$ cat src/rtl/serial_charmatrix.sv
// serial_charmatrix: UART-fed 8x8 frame buffer driving a row-multiplexed
// LED matrix. Each received byte fills one row; rows fill 0..7 and wrap.
module serial_charmatrix #(
    parameter int CLK_HZ   = 10_000_000,
    parameter int BAUD     = 115_200,
    parameter int SCAN_DIV = 1024
) (
    input  logic       clk,
    input  logic       rst_n,
    input  logic       ena,
    input  logic [7:0] ui_in,
    output logic [7:0] uo_out,
    input  logic [7:0] uio_in,
    output logic [7:0] uio_out,
    output logic [7:0] uio_oe
);
    localparam int CPB  = CLK_HZ / BAUD;
    localparam int HALF = CPB / 2;
    localparam int CW   = $clog2(CPB + 1);
    localparam int SW   = $clog2(SCAN_DIV);

    typedef enum logic [1:0] {
        S_IDLE,
        S_START,
        S_DATA,
        S_STOP
    } state_t;

    logic unused_ok;
    assign unused_ok = &{1'b0, ena, uio_in, ui_in[7:4], ui_in[2]};

    logic [2:0] sync1_q;
    logic [2:0] sync2_q;
    logic       rx;
    logic       clr;
    logic       blank;

    // Two-flop synchronizers; left unreset so blank still acts during reset.
    always_ff @(posedge clk) begin
        sync1_q <= {ui_in[3], ui_in[1], ui_in[0]};
        sync2_q <= sync1_q;
    end

    assign rx    = sync2_q[2];
    assign clr   = sync2_q[1];
    assign blank = sync2_q[0];

    state_t          state_q, state_d;
    logic [CW-1:0]   cnt_q, cnt_d;
    logic [2:0]      bit_q, bit_d;
    logic [7:0]      shift_q, shift_d;
    logic            strobe_q, strobe_d;

    logic [7:0][7:0] fb_q, fb_d;
    logic [2:0]      wr_q, wr_d;
    logic [2:0]      idx;
    logic [SW-1:0]   scan_q, scan_d;
    logic [2:0]      row_q, row_d;
    logic [7:0]      uo_q, uo_d;
    logic [7:0]      uio_q, uio_d;

    // UART receiver next-state: mid-bit sampling, LSB first, stop check.
    always_comb begin
        state_d  = state_q;
        cnt_d    = cnt_q + 1'b1;
        bit_d    = bit_q;
        shift_d  = shift_q;
        strobe_d = 1'b0;
        unique case (state_q)
            S_IDLE: begin
                cnt_d = '0;
                if (!rx) state_d = S_START;
            end
            S_START: begin
                if (cnt_q == CW'(HALF - 1)) begin
                    cnt_d   = '0;
                    bit_d   = '0;
                    state_d = rx ? S_IDLE : S_DATA;
                end
            end
            S_DATA: begin
                if (cnt_q == CW'(CPB - 1)) begin
                    cnt_d   = '0;
                    shift_d = {rx, shift_q[7:1]};
                    bit_d   = bit_q + 3'd1;
                    if (bit_q == 3'd7) state_d = S_STOP;
                end
            end
            S_STOP: begin
                if (cnt_q == CW'(CPB - 1)) begin
                    cnt_d    = '0;
                    strobe_d = rx;
                    state_d  = S_IDLE;
                end
            end
            default: state_d = S_IDLE;
        endcase
    end

    // Frame buffer write, row scan and registered display outputs.
    always_comb begin
        fb_d   = fb_q;
        wr_d   = wr_q;
        idx    = clr ? 3'd0 : wr_q;
        scan_d = scan_q + 1'b1;
        row_d  = row_q;
        if (clr) wr_d = 3'd0;
        if (strobe_q) begin
            fb_d[idx] = shift_q;
            wr_d      = idx + 3'd1;
        end
        if (scan_q == SW'(SCAN_DIV - 1)) begin
            scan_d = '0;
            row_d  = row_q + 3'd1;
        end
        uo_d  = blank ? 8'h00 : fb_q[row_q];
        uio_d = blank ? 8'h00 : (8'b1 << row_q);
    end

    // State registers with synchronous active-high reset.
    always_ff @(posedge clk) begin
        if (rst_n) begin
            state_q  <= S_IDLE;
            cnt_q    <= '0;
            bit_q    <= '0;
            shift_q  <= '0;
            strobe_q <= 1'b0;
            fb_q     <= '0;
            wr_q     <= '0;
            scan_q   <= '0;
            row_q    <= '0;
            uo_q     <= 8'h00;
            uio_q    <= blank ? 8'h00 : 8'h01;
        end else begin
            state_q  <= state_d;
            cnt_q    <= cnt_d;
            bit_q    <= bit_d;
            shift_q  <= shift_d;
            strobe_q <= strobe_d;
            fb_q     <= fb_d;
            wr_q     <= wr_d;
            scan_q   <= scan_d;
            row_q    <= row_d;
            uo_q     <= uo_d;
            uio_q    <= uio_d;
        end
    end

    assign uo_out  = uo_q;
    assign uio_out = uio_q;
    assign uio_oe  = 8'hFF;

endmodule

$ cat config.mk
export PLATFORM = sky130hd
export DESIGN_NAME = serial_charmatrix
export DESIGN_NICKNAME = d
export VERILOG_FILES = /design/src/rtl/serial_charmatrix.sv
export SDC_FILE = /design/constraint.sdc
export NUM_CORES = 1
export LEC_CHECK = 0
export ABC_AREA = 0
export BUFFER_PORTS_ARGS = -buffer_cell sky130_fd_sc_hd__buf_2
export CORE_MARGIN = 2
export CORE_UTILIZATION = 53
export CTS_CLUSTER_DIAMETER = 100
export DETAILED_ROUTE_END_ITERATION = 6
export HOLD_SLACK_MARGIN = 0.08
export PLACE_DENSITY = 0.84
export SYNTH_ARGS = -nofsm -noshare
export SYNTH_HDL_FRONTEND = slang
export SYNTH_SLANG_ARGS = --single-unit
$ cat constraint.sdc
create_clock -name clk -period 1.5 [get_ports clk]
set_input_delay 0.3 -clock clk [delete_from_list [all_inputs] [get_ports clk]]
set_output_delay 0.3 -clock clk [all_outputs]
set_load 0.02 [all_outputs]
==> flow_summary.json <==
{
  "clock-sinks": 123,
  "met1_usage": 0.250,
  "setup_tns_ns": -0.0380,
  "setup_viol": 4,
  "area_growth_pct": 22.9,
  "drt_iter0_markers": 227,
  "violations": "negative setup slack",
  "yosysTopAreaCell": "dfxtp_1",
  "path_class": "reg2reg",
  "final_common_cell": "dfxtp_1",
  "final_max_slew_viol_count": 0,
  "ios": 43,
  "hold_viol": 0,
  "post-dp-hpwl_mm": 6.49,
  "dr.pass1.iters": 4,
  "ys_ff_latch": 123,
  "reg2reg_setup_slack_ns": -0.02,
  "grt_max_degree": 80,
  "clockRootBuffer": "clkbuf_8",
  "grt_antenna_before_repair": 0,
  "syn_avg_cell_area_sq_um": 10.6,
  "arrival_ns": 1.90,
  "hold-path-cell-count": 3,
  "rows": 35,
  "yosysWarnings": 0,
  "die_width_microns": 102,
  "synth.top_cell.area_share": 0.480,
  "core_area_sq_um": 9330,
  "stdcell_count": 667,
  "synth_enable_flop_cells": 0,
  "ys_top_cells_by_area": "dfxtp_1 (48%), mux2i_1 (13%), mux4_2 (7.0%), nor2_1 (6.4%), ha_1 (2.7%)",
  "hold_path.startpoint": "rst_n",
  "clk_pin_slew_worst_paths_ns": 0.06,
  "start_kind": "flop",
  "ys.flop_type": "dfxtp_1",
  "fin_area_sq_um": 6310,
  "start_util": 0.551,
  "final_cell_mix": "dfxtp_1 (116), nor2_1 (88), mux2i_1 (65)",
  "rsz0062_at_grt": "yes",
  "skew_ns": 0.00704,
  "cp-end-kind": "flop",
  "grt_use_met2": 0.435,
  "crit_fanout": 11,
  "drive_above_1_share": 0.243,
  "pre_cts_ws_ns": -0.0335,
  "clk_latency_ns": 0.51,
  "rr_startpoint": "cnt_q[1]",
  "clk_path_buf_depth": 2,
  "route.detailed.drc": 0,
  "grt_usage": 0.234,
  "wl_mm": 11.6,
  "grt_most_used_layer": "met2",
  "ff2ff_path_depth": 7,
  "synth_cell_types": 46,
  "async_flop_share": 0,
  "ys_seq_area_frac": 0.480,
  "cts_tree": "done",
  "dp.cells": 628,
  "grt_remaining_overflow": 0,
  "syn_area_sq_um": 5130,
  "wire_per_inst_microns": 17.3,
  "nets": 555,
  "cts-htree-levels": 4,
  "place.gp.congestion": 0.819,
  "required_ns": 1.88,
  "synthCells": 483,
  "fp.dieH_microns": 102,
  "crit_path_start": "cnt_q[1]",
  "hp-class": "in2reg",
  "grt_pass1_vias": 3843,
  "fmax_mhz": 660,
  "cts_made_buffers": 17,
  "status": "finished, violations left",
  "ir_drop_mv": 0.698,
  "worstReg2RegEnd": "shift_q[5]",
  "viasPerCell": 5.49,
  "post-route-period-util": 1.01,
  "period_needed_ns": 1.52,
  "final_core_util": 0.676,
  "postPlaceCellArea_sq_um": 5430,
  "leakagePower_uw": 0.00274,
  "critPathCapture": "shift_q[5]",
  "diodes": 0,
  "ant_nets": 0,
  "grt_use_met3": 0.0766,
  "io_buffers": 20,
  "grt_pass1_wl_mm": 18.5,
  "vias": 3660,
  "setup_ws_ns": -0.0158,
  "fillerInstances": 644,
  "dieArea_sq_um": 10500,
  "power_density_nw_per_um2": 1320,
  "maxCapViolations": 0
}
==> power breakdown <==
part | switching, uW | internal, uW | total (uW)
clock network | 1430 | 3460 | 4890
registers | 19.1 | 3290 | 3310
logic | 99.6 | 53.1 | 153
total | 1550 | 6800 | 8350
==> repair_timing <==
item | CTS | global route
pin swaps | 2 | 4
hold buffers | 3 | 0
cloned | 1 | 0
endpoints found under the setup margin | 29 | 47
resized for setup | 10 | 21
hold endpoints to repair | 3 | 0
buffers inserted | 2 | 1
==> layer usage <==
metal / vias up / part of all wire
met1: 1796 / 0.39
met3: 14 / 0.057
li1: 1737 / -
met2: 113 / 0.54
met5: - / 0
met4: 0 / 0.010
==> synthesized netlist by cell type (2+ instances only) <==
library cell  instances
dfxtp_1             123
nor2_1               88
mux2i_1              68
nand2_1              23
mux4_2               16
nand3_1              13
a21oi_1              11
clkbuf_1             11
ha_1                 11
nor3_1               11
buf_4                10
xnor2_1               9
a22o_1                8
inv_1                 8
buf_6                 7
xor2_1                7
and3_1                6
clkbuf_8              6
buf_2                 5
and2_1                4
nand4b_1              4
nor2b_1               3
o21ai_0               3
and4b_1               2
nand2b_1              2
nand3b_1              2
nor2_2                2
or2_2                 2
==> state kept, by name, indices dropped and copies added, names as in the netlist, 7 cells and up, named ones only <==
name	count
uo_out	8
uio_out	8
shift_q	8
fb_q	64
scan_q	10
cnt_q	7
==> cells by family after synthesis <==
kind of cell | count (synthesis) | share of synthesized area
buffers and inverters | 48 | 0.0665
muxes | 84 | 0.203
adders and majority gates | 11 | 0.0268
and+or+nand+nor | 172 | 0.160
AOI/OAI and AO/OA | 28 | 0.0368
xor gates and xnor gates | 16 | 0.0273
DFF | 123 | 0.480
other | 1 | 0.000730
==> critical path, stage by stage, from the launching register on <==
cell and delay, ns:
dfxtp_2 0.32, inv_2 0.06, ha_4 0.11, and4b_2 0.25, nand4_1 0.17, buf_12 0.22, mux2i_2 0.18, nor2_1 0.07
==> worst min-delay path by stage <==
stage	to
floorplan	sync2_q[0]
global placement	sync2_q[2]
detailed placement	sync2_q[1]
CTS	row_q[2]
global route	uio_out[3]
finish	scan_q[1]
==> stage by stage <==
step	power, uW	hold slack, ns
floorplan	3490	0.310
global placement	3500	0.310
detailed placement	3510	0.314
CTS	8380	0.236
global route	8560	0.267
finish	8350	0.258
==> cell type report <==
cell class                 instances  area [sq um]  area share
sequential                       123          2480       0.393
multi-input combinational        319          2420       0.384
timing repair buffer              56           505      0.0801
clock buffer                      21           449      0.0712
clock inverter                    11           263      0.0417
tap                              129           161      0.0256
inverter                           8          30.0     0.00476
(Power assumes the default switching activity.)
